## src/rtl/rv_timer_responder.sv

```systemverilog
`timescale 1ns/1ps
// rv_timer_responder
// ------------------
// Memory-mapped machine timer that answers on the core data-memory bus.
// It holds a 64-bit mtime counter advanced through a programmable prescaler,
// a 64-bit mtimecmp register and a registered level timer interrupt.
//
// Register map (word offset = addr[4:2], block spans BASE_ADDR..BASE_ADDR+0x1F):
//   0 mtime_lo   1 mtime_hi   2 mtimecmp_lo   3 mtimecmp_hi
//   4 ctrl (bit0 enable, bit1 irq status, read-only)
//   5 presc (low PRESC_W bits)   6,7 reserved (read 0, writes dropped)
// Out-of-range addresses behave like reserved offsets; every request gets
// exactly one rvalid pulse RESP_LAT cycles after it is accepted.
//
// Optional build macro RV_TIMER_SNAPSHOT_EN: a read of mtime_lo latches
// mtime[63:32] into a shadow register and mtime_hi reads return that shadow,
// so a lo-then-hi read pair is coherent across a carry.
//
// Ports:
//   clk, arstn                 clock, asynchronous active-low reset
//   data_req_i                 request strobe (ignored while a request is open)
//   data_we_i                  1 = write, 0 = read
//   data_be_i                  byte enables, all-zero means full word
//   data_addr_i, data_wdata_i  byte address and write data
//   data_rvalid_o              one-cycle completion pulse (reads and writes)
//   data_rdata_o               read data, valid while rvalid is high
//   timer_irq_o                enable && (mtime >= mtimecmp), registered
//
// The register layout assumes XLEN = 32 (mtime/mtimecmp are two words).

module rv_timer_responder #(
  parameter int unsigned     XLEN      = 32,
  parameter logic [XLEN-1:0] BASE_ADDR = 32'h8000_1000,
  parameter int unsigned     RESP_LAT  = 1,
  parameter int unsigned     PRESC_W   = 16
) (
  input  logic              clk,
  input  logic              arstn,
  input  logic              data_req_i,
  input  logic              data_we_i,
  input  logic [XLEN/8-1:0] data_be_i,
  input  logic [XLEN-1:0]   data_addr_i,
  input  logic [XLEN-1:0]   data_wdata_i,
  output logic              data_rvalid_o,
  output logic [XLEN-1:0]   data_rdata_o,
  output logic              timer_irq_o
);

  typedef enum logic [1:0] {
    IDLE = 2'd0,
    BUSY = 2'd1,
    RESP = 2'd2
  } state_e;

  localparam logic [3:0] LAT_INIT = 4'(RESP_LAT - 1);

  // Expand byte enables to a bit mask; an all-zero enable means full word.
  function automatic logic [XLEN-1:0] be_mask(input logic [XLEN/8-1:0] be);
    logic [XLEN-1:0] m;
    for (int i = 0; i < XLEN/8; i++) begin
      m[8*i +: 8] = {8{be[i]}};
    end
    if (be == '0) begin
      m = '1;
    end
    return m;
  endfunction

  function automatic logic [XLEN-1:0] merge(input logic [XLEN-1:0] old_v,
                                            input logic [XLEN-1:0] new_v,
                                            input logic [XLEN-1:0] mask);
    return (old_v & ~mask) | (new_v & mask);
  endfunction

  state_e              state_q, state_d;
  logic [3:0]          lat_cnt_q, lat_cnt_d;
  logic                rvalid_q, rvalid_d;
  logic [XLEN-1:0]     rdata_q, rdata_d;
  logic                irq_q, irq_d;
  logic [2*XLEN-1:0]   mtime_q, mtime_d;
  logic [2*XLEN-1:0]   mtimecmp_q, mtimecmp_d;
  logic                en_q, en_d;
  logic [PRESC_W-1:0]  presc_q, presc_d;
  logic [PRESC_W-1:0]  pcnt_q, pcnt_d;
`ifdef RV_TIMER_SNAPSHOT_EN
  logic [XLEN-1:0]     shadow_q, shadow_d;
`endif

  // Captured request; only meaningful while the FSM is out of IDLE.
  logic                we_q, we_d;
  logic [XLEN/8-1:0]   be_q, be_d;
  logic                hit_q, hit_d;
  logic [2:0]          off_q, off_d;
  logic [XLEN-1:0]     wdata_q, wdata_d;

  logic                cap;
  logic                commit;
  logic                tick;
  logic [XLEN-1:0]     mask;
  logic [XLEN-1:0]     rd_val;

  // Byte lane bits of the address select nothing in a word-only map.
  logic                unused_addr_lsb;
  assign unused_addr_lsb = &{1'b0, data_addr_i[1:0]};

  // Register accesses take effect on the edge that moves BUSY -> RESP.
  assign commit = (state_q == BUSY) && (lat_cnt_q == 4'd0);
  assign cap    = (state_q == IDLE) && data_req_i;
  assign tick   = en_q && (pcnt_q == presc_q);
  assign mask   = be_mask(be_q);

  // Read mux over the pre-commit register values.
  always_comb begin
    rd_val = '0;
    if (hit_q) begin
      case (off_q)
        3'd0:    rd_val = mtime_q[XLEN-1:0];
`ifdef RV_TIMER_SNAPSHOT_EN
        3'd1:    rd_val = shadow_q;
`else
        3'd1:    rd_val = mtime_q[2*XLEN-1:XLEN];
`endif
        3'd2:    rd_val = mtimecmp_q[XLEN-1:0];
        3'd3:    rd_val = mtimecmp_q[2*XLEN-1:XLEN];
        3'd4:    rd_val = {{(XLEN-2){1'b0}}, irq_q, en_q};
        3'd5:    rd_val = {{(XLEN-PRESC_W){1'b0}}, presc_q};
        default: rd_val = '0;
      endcase
    end
  end

  // Request capture
  always_comb begin
    we_d    = we_q;
    be_d    = be_q;
    hit_d   = hit_q;
    off_d   = off_q;
    wdata_d = wdata_q;
    if (cap) begin
      we_d    = data_we_i;
      be_d    = data_be_i;
      hit_d   = (data_addr_i[XLEN-1:5] == BASE_ADDR[XLEN-1:5]);
      off_d   = data_addr_i[4:2];
      wdata_d = data_wdata_i;
    end
  end

  // FSM, counting and register writes
  always_comb begin
    state_d    = state_q;
    lat_cnt_d  = lat_cnt_q;
    rvalid_d   = commit;
    rdata_d    = rdata_q;
    mtime_d    = mtime_q;
    mtimecmp_d = mtimecmp_q;
    en_d       = en_q;
    presc_d    = presc_q;
    pcnt_d     = pcnt_q;
`ifdef RV_TIMER_SNAPSHOT_EN
    shadow_d   = shadow_q;
`endif
    irq_d      = en_q && (mtime_q >= mtimecmp_q);

    case (state_q)
      IDLE: begin
        if (data_req_i) begin
          state_d   = BUSY;
          lat_cnt_d = LAT_INIT;
        end
      end
      BUSY: begin
        if (lat_cnt_q == 4'd0) begin
          state_d = RESP;
        end else begin
          lat_cnt_d = lat_cnt_q - 4'd1;
        end
      end
      RESP: begin
        state_d = IDLE;
      end
      default: begin
        state_d = IDLE;
      end
    endcase

    if (en_q) begin
      if (tick) begin
        pcnt_d  = '0;
        mtime_d = mtime_q + 1'b1;
      end else begin
        pcnt_d  = pcnt_q + 1'b1;
      end
    end

    if (commit) begin
      rdata_d = we_q ? '0 : rd_val;
    end

`ifdef RV_TIMER_SNAPSHOT_EN
    if (commit && !we_q && hit_q && (off_q == 3'd0)) begin
      shadow_d = mtime_q[2*XLEN-1:XLEN];
    end
`endif

    // A bus write overrides the increment of the same cycle; an mtime write
    // leaves the other half at its current (un-incremented) value.
    if (commit && we_q && hit_q) begin
      case (off_q)
        3'd0: begin
          mtime_d = {mtime_q[2*XLEN-1:XLEN], merge(mtime_q[XLEN-1:0], wdata_q, mask)};
          pcnt_d  = '0;
        end
        3'd1: begin
          mtime_d = {merge(mtime_q[2*XLEN-1:XLEN], wdata_q, mask), mtime_q[XLEN-1:0]};
          pcnt_d  = '0;
`ifdef RV_TIMER_SNAPSHOT_EN
          shadow_d = merge(mtime_q[2*XLEN-1:XLEN], wdata_q, mask);
`endif
        end
        3'd2: mtimecmp_d[XLEN-1:0]      = merge(mtimecmp_q[XLEN-1:0], wdata_q, mask);
        3'd3: mtimecmp_d[2*XLEN-1:XLEN] = merge(mtimecmp_q[2*XLEN-1:XLEN], wdata_q, mask);
        3'd4: en_d = (wdata_q[0] & mask[0]) | (en_q & ~mask[0]);
        3'd5: begin
          presc_d = (presc_q & ~mask[PRESC_W-1:0]) | (wdata_q[PRESC_W-1:0] & mask[PRESC_W-1:0]);
          pcnt_d  = '0;
        end
        default: begin
        end
      endcase
    end
  end

  always_ff @(posedge clk or negedge arstn) begin
    if (!arstn) begin
      state_q    <= IDLE;
      lat_cnt_q  <= '0;
      rvalid_q   <= 1'b0;
      rdata_q    <= '0;
      irq_q      <= 1'b0;
      mtime_q    <= '0;
      mtimecmp_q <= '1;
      en_q       <= 1'b0;
      presc_q    <= '0;
      pcnt_q     <= '0;
`ifdef RV_TIMER_SNAPSHOT_EN
      shadow_q   <= '0;
`endif
    end else begin
      state_q    <= state_d;
      lat_cnt_q  <= lat_cnt_d;
      rvalid_q   <= rvalid_d;
      rdata_q    <= rdata_d;
      irq_q      <= irq_d;
      mtime_q    <= mtime_d;
      mtimecmp_q <= mtimecmp_d;
      en_q       <= en_d;
      presc_q    <= presc_d;
      pcnt_q     <= pcnt_d;
`ifdef RV_TIMER_SNAPSHOT_EN
      shadow_q   <= shadow_d;
`endif
    end
  end

  // Request fields need no reset: the FSM gates every use of them.
  always_ff @(posedge clk) begin
    we_q    <= we_d;
    be_q    <= be_d;
    hit_q   <= hit_d;
    off_q   <= off_d;
    wdata_q <= wdata_d;
  end

  assign data_rvalid_o = rvalid_q;
  assign data_rdata_o  = rdata_q;
  assign timer_irq_o   = irq_q;

endmodule

```

## config.mk

```make
export PLATFORM = sky130hd
export DESIGN_NAME = rv_timer_responder
export DESIGN_NICKNAME = d
export VERILOG_FILES = /design/src/rtl/rv_timer_responder.sv
export SDC_FILE = /design/constraint.sdc
export NUM_CORES = 1
export LEC_CHECK = 0
export CAP_MARGIN = 10
export CORE_MARGIN = 1.5
export CORE_UTILIZATION = 50
export DETAILED_ROUTE_END_ITERATION = 7
export PLACE_DENSITY = 0.7
export SLEW_MARGIN = 40
export SYNTH_ARGS = -nofsm -noshare
export SYNTH_HDL_FRONTEND = slang
export SYNTH_SLANG_ARGS = --single-unit
```

## constraint.sdc

```tcl
create_clock -name clk -period 3.1 [get_ports clk]
set_input_delay 0.31 -clock clk [delete_from_list [all_inputs] [get_ports clk]]
set_output_delay 0.31 -clock clk [all_outputs]
set_load 0.02 [all_outputs]
```

==> results of run 1 <==
## metal layers
metal	routed length (µm)	up-vias	share of wire (%)	global-route usage [%]
met3	4460	115	10	7.48
met4	1780	0	4.0	12.3
met5	0	-	0	0
li1	-	5642	-	-
met1	19300	5993	44	45.6
met2	18600	617	42	46.8
## stage by stage
step	hold slack [ns]	std cells	utilization, %	total power, W
6_report	0.306	1961	61.8	0.00893
5_1_grt	0.297	1961	61.8	0.00931
4_1_cts	0.299	1960	61.6	0.00891
3_5_place_dp	0.346	1907	58.1	0.00551
3_3_place_gp	0.341	1907	58.0	0.00546
2_1_floorplan	0.0144	1441	-	0.00466
## cell usage in the layout (no fill, tap or decap), types with 8 or more instances in the layout
cell and n:
or3_1 13, a211oi_1 15, a311oi_1 9, nand2b_1 14
and3_1 24, buf_4 91, nand4_1 34, o21ai_0 118
nand2_1 177, mux2_2 38, nor2_1 98, ha_1 68
or4_1 18, o211ai_1 19, mux2i_1 16, clkbuf_1 8
a21o_1 8, a21oi_1 44, a22o_1 18, clkdlybuf4s50_1 102
inv_1 80, nand3_1 63, or2_2 9, dfstp_2 64
dfrtp_1 137, xor2_1 22, nor2b_1 9, nor4_1 27
o22ai_1 10, edfxtp_1 41, clkbuf_16 30, nor3_1 33
a31oi_1 12, a221oi_1 26, a22oi_1 18
## worst max-delay path by stage
stage                         startpoint                       to  slack, ns  cells past startpoint
finish               pcnt_q[2]$_DFF_PN0_  mtime_q[42]$_DFFE_PN0P_       0.09                      8
global route        pcnt_q[12]$_DFF_PN0_  mtime_q[42]$_DFFE_PN0P_      0.009                      7
CTS                            flip-flop    timer_irq_o$_DFF_PN0_      0.003                     11
detailed placement             flip-flop    timer_irq_o$_DFF_PN0_       0.02                     11
global placement               flip-flop    timer_irq_o$_DFF_PN0_       0.14                     11
floorplan           pcnt_q[13]$_DFF_PN0_  mtime_q[42]$_DFFE_PN0P_       0.40                      8
## final cells by class
cell class	instances	area [µm²]	share of cell area [%]
well taps	341	427	2.57
clock buffers	44	863	5.20
flip-flops and latches	242	6340	38.2
multi-input cells	1048	6810	41.0
inverters	81	304	1.83
repair buffers	197	1770	10.7
clock inverters	8	90.1	0.543
## cell usage after synthesis, types with 10 or more instances
cell type and n:
and3_1 24, a22o_1 18, a221oi_1 26, nand3_1 63, a21oi_1 44, inv_1 81
xor2_1 22, nor3_1 34, a31oi_1 12, nand2_1 178, or3_1 13, mux2i_1 16
dfstp_2 64, nand2b_1 14, nor4_1 27, clkbuf_1 66, a22oi_1 18, a211oi_1 15
o22ai_1 10, edfxtp_1 41, or4_1 19, o21ai_0 119, dfrtp_1 137, ha_1 68
o211ai_1 19, mux2_2 38, nor2_1 99, nand4_1 34
## power breakdown
part	internal, W	total, W	switching, W
logic	0.000729	0.00169	0.000965
registers	0.00354	0.00384	0.000302
clock network	0.00207	0.00339	0.00133
## logic make-up (layout without fill, tap and decap cells)
logic type / Yosys count / in the layout / share of synthesized area (%)
adders and majority gates: 68 / 68 / 6.22
and+or+nand+nor: 548 / 548 / 19.7
AOI/OAI and AO/OA: 344 / 344 / 16.6
buffers and inverters: 151 / 330 / 4.16
DFF: 242 / 242 / 46.4
xor gates and xnor gates: 29 / 29 / 1.86
muxes: 59 / 59 / 5.13
## repair_timing
item,in CTS,in global routing
setup buffers,0,1
endpoints found under the setup margin,0,12
gates resized for setup,0,8
hold buffers,1,0
endpoints found under the hold margin,36,0
==> impl_metrics.tcl, run 1 <==
set metrics [dict create \
    antenna_found_initial 1 \
    r2r_end "mtime_q[42]$_DFFE_PN0P_" \
    path_max_fanout 9 \
    cpPeakStageDelay_ns 0.69 \
    start_kind "flip-flop" \
    drt-initial-drc-count 1474 \
    diodes 0 \
    cp.required_ns 3.54 \
    cts_sinks 242 \
    clockBufferDepth 3 \
    cp_top_family "simple AND/OR/NAND/NOR gates" \
    globalRouteOverflowTotal 0 \
    wl_per_cell_um 22.5 \
    synth-edff-count 41 \
    grt_pass1_vias 12000 \
    netlist.area_leader.share_pct 25.1 \
    gp_congestion 0.998 \
    portBuffers 103 \
    die_h_um 168 \
    setup_violations 0 \
    fmax_mhz 333 \
    ios 106 \
    crit_chain "xor2_1 -> nor4b_1 -> nand3_1 -> buf_4 -> or2_1 -> or4_1 -> or4_1 -> o211ai_1" \
    maxCapViolations 0 \
    dpl_cell_area_um2 15600 \
    syn_inst 1441 \
    fill_cells 2305 \
    crit_buf_inv 1 \
    finalClockSkew_ns 0.00991 \
    worst_slack_ns 0.0948 \
    period_share_pct 96.9 \
    clk-insertion-delay-late_ns 0.55 \
    arrival_ns 3.44 \
    syn_area_per_cell_um2 9.49 \
    grt_pass1_wl_um 69400 \
    synth_top_cell_by_area "dfrtp_1" \
    initial_core_util_pct 50.9 \
    max-slew-margin-rel_pct 45.9 \
    powerDensity_nw_per_um2 538 \
    fin_area_um2 16600 \
    tightest_slew_ns 0.809 \
    via_per_inst 6.31 \
    endpoint_kind "flip-flop" \
    postRouteAntennaNets 0 \
    grt_max_degree 61 \
    synth.distinct_cells 71 \
    tns_ns 0 \
    reg2regPathDepth 8 \
    cts_root_buffer "clkbuf_16" \
    synth-seq-area-share_pct 46.4 \
    wirelength_um 44200 \
    place_worst_setup_slack_ns 0.0157 \
    synth_warnings 0 \
    async_flop_share_pct 83.1 \
    critPathKind "reg2reg" \
    ir_drop_v 0.000380 \
    slowest_stage "or4_1" \
    drt-pass1-iter-count 5 \
    syn_nets 1581 \
    dp_hpwl_um 32900 \
    outcome "completed" \
    p_leak_nw 6.85 \
    num_vias 12400 \
    nets 1738 \
    cts_buffers 28 \
    r2r_setup_slack_ns 0.09 \
    grt_usage_pct 31.8 \
    h-tree-depth 1 \
    rsz0062_at_grt "no" \
    slew_violations 0 \
    netlist_area_um2 13700 \
    r2r_start "pcnt_q[2]$_DFF_PN0_" \
    die_w_um 168 \
    cpMostUsedCell "or4_1" \
    final_layout_size_suffix_gt1_share_pct 16.7 \
    cts_tree "yes" \
    fp-row-count 60 \
    timing_hold_violations_final 0 \
    finalCriticalPeriod_ns 3.01 \
    syn_to_final_growth_pct 21.4 \
    hold_path_class "in2async" \
    drc 0 \
    core_um2 26900 \
    synth-seq-cells 242 \
    ys.flop_type "dfrtp_1" \
    die-area_um2 28300 \
    synth_area_leaders "dfrtp_1, dfstp_2, edfxtp_1" \
    path_clk_slew_ns 0.06 \
]
(Power assumes the default switching activity.)
==> run 2: changes to the inputs <==
Settings changed: CORE_MARGIN 1.5 to 2, CORE_UTILIZATION 50 to 30, PLACE_DENSITY 0.7 to unset.
==> impl_metrics.tcl, run 2 (synthesis results as in run 1) <==
set metrics [dict create \
    initial_core_util_pct 30.3 \
    endpoint_kind "flip-flop" \
    cts_sinks 242 \
    syn_to_final_growth_pct 24.7 \
    cts_buffers 27 \
    drt-pass1-iter-count 5 \
    cp.required_ns 3.53 \
    hold_path_class "in2async" \
    num_vias 12300 \
    tns_ns 0 \
    ir_drop_v 0.000429 \
    clk-insertion-delay-late_ns 0.57 \
    die_w_um 217 \
    drc 0 \
    h-tree-depth 1 \
    setup_violations 0 \
    period_share_pct 96.8 \
    rsz0062_at_grt "no" \
    portBuffers 103 \
    multi_input_area_um2 6810 \
    outcome "completed" \
    path_max_fanout 5 \
    fill_cells 4520 \
    cts_root_buffer "clkbuf_16" \
    core_um2 45200 \
    diodes 0 \
    crit_chain "xor2_1 -> nor4_1 -> nand3_1 -> or4_1 -> or4_1 -> o311ai_1 -> nand2_1" \
    postRouteAntennaNets 0 \
    grt_usage_pct 20.2 \
    grt_pass1_wl_um 73900 \
    ios 106 \
    wl_per_cell_um 21.3 \
    via_per_inst 5.53 \
    fmax_mhz 333 \
    die_h_um 217 \
    cts_setup_buffers 0 \
    slowest_stage "or4_1" \
    fp-row-count 78 \
    p_leak_nw 6.92 \
    cpPeakStageDelay_ns 0.64 \
    grt_max_degree 86 \
    critPathKind "reg2reg" \
    dpl_cell_area_um2 16100 \
    regArea_um2 6340 \
    fin_area_um2 17000 \
    tightest_slew_ns 0.910 \
    total_power_w 0.00896 \
    gp_congestion 0.964 \
    max-slew-margin-rel_pct 39.1 \
    arrival_ns 3.43 \
    slew_violations 0 \
    wirelength_um 47500 \
    final_layout_size_suffix_gt1_share_pct 17.2 \
    drt-initial-drc-count 1353 \
    layout.cells.non_filler 2230 \
    dp.cells 2178 \
    maxCapViolations 0 \
    timing_hold_violations_final 0 \
    clockBufferDepth 3 \
    final_cell_mix "nand2_1, dfrtp_1, o21ai_0" \
    finalClockSkew_ns 0.0296 \
    dp_hpwl_um 35500 \
    nets 1749 \
    path_clk_slew_ns 0.06 \
    start_kind "flip-flop" \
    globalRouteOverflowTotal 0 \
    die-area_um2 47300 \
    cts_tree "yes" \
    grt_pass1_vias 12100 \
    cpMostUsedCell "or4_1" \
    antenna_found_initial 3 \
    layout_commonest_cell "nand2_1" \
    powerDensity_nw_per_um2 526 \
    finalCriticalPeriod_ns 3.00 \
]
run 2: area by class of cell:
class                           count  area share (%)
Clock buffer                       35            4.26
Multi-Input combinational cell   1048            40.0
Sequential cell                   242            37.2
Timing Repair Buffer              209            11.3
Inverter                           81            1.78
Tap cell                          600            4.40
Clock inverter                     15            1.09
run 2: path summary, 6_finish.rpt:
kind                                              start                           end  slack, ns  cells past startpoint
max                                pcnt_q[10]$_DFF_PN0_       mtime_q[62]$_DFFE_PN0P_        0.1                      7
min                                               arstn       mtime_q[10]$_DFFE_PN0P_       0.22                      2
max reg2reg                        pcnt_q[10]$_DFF_PN0_       mtime_q[62]$_DFFE_PN0P_        0.1                      7
min reg2reg                data_rdata_o[21]$_DFFE_PN0P_  data_rdata_o[21]$_DFFE_PN0P_       0.48                      2
max in group asynchronous                         arstn    asynchronous set/reset pin       1.92                      4
min in group clk                        data_wdata_i[2]          wdata_q[2]$_DFFE_PP_       0.29                      1
run 2: per-layer routing:
| layer | up-vias | GRT usage [%] | part of all wire (%) |
|---|---|---|---|
| li1 | 5687 | - | - |
| met2 | 557 | 32.0 | 45 |
| met5 | - | 0 | 0.044 |
| met1 | 5977 | 27.9 | 44 |
| met4 | 4 | 7.72 | 4.0 |
| met3 | 110 | 2.87 | 6.9 |
run 2: through the flow:
| stage | utilization [%] | worst slack (ns) | hold slack (ns) |
|---|---|---|---|
| after detailed placement | 35.6 | -0.231 | 0.446 |
| final | 37.7 | 0.0979 | 0.217 |
| after CTS | 37.6 | 0.0191 | 0.272 |
| after global placement | 35.5 | -0.121 | 0.448 |
| after floorplan | - | 0.404 | 0.0144 |
| after global routing | 37.7 | 0.00210 | 0.246 |
run 2: repair_timing:
action / CTS / global route
pin swaps: 0 / 2
gates resized for setup: 3 / 9
hold buffers: 1 / 0
setup endpoints to repair: 1 / 12
hold endpoints to repair: 66 / 0
run 2: critical path, delay by kind of cell, from the launching register on:
kind | cells | cell delay [ns]
AOI/OAI and AO/OA | 1 | 0.27
and+or+nand+nor | 5 | 1.94
xor gates and xnor gates | 1 | 0.21
DFF | 1 | 0.43
run 2: report_power, final:
part           leakage (nW)  internal [W]  switching, W  total (W)
clock                 0.445       0.00199       0.00138    0.00337
combinational          3.56      0.000766      0.000996    0.00176
sequential             2.92       0.00354      0.000295    0.00383
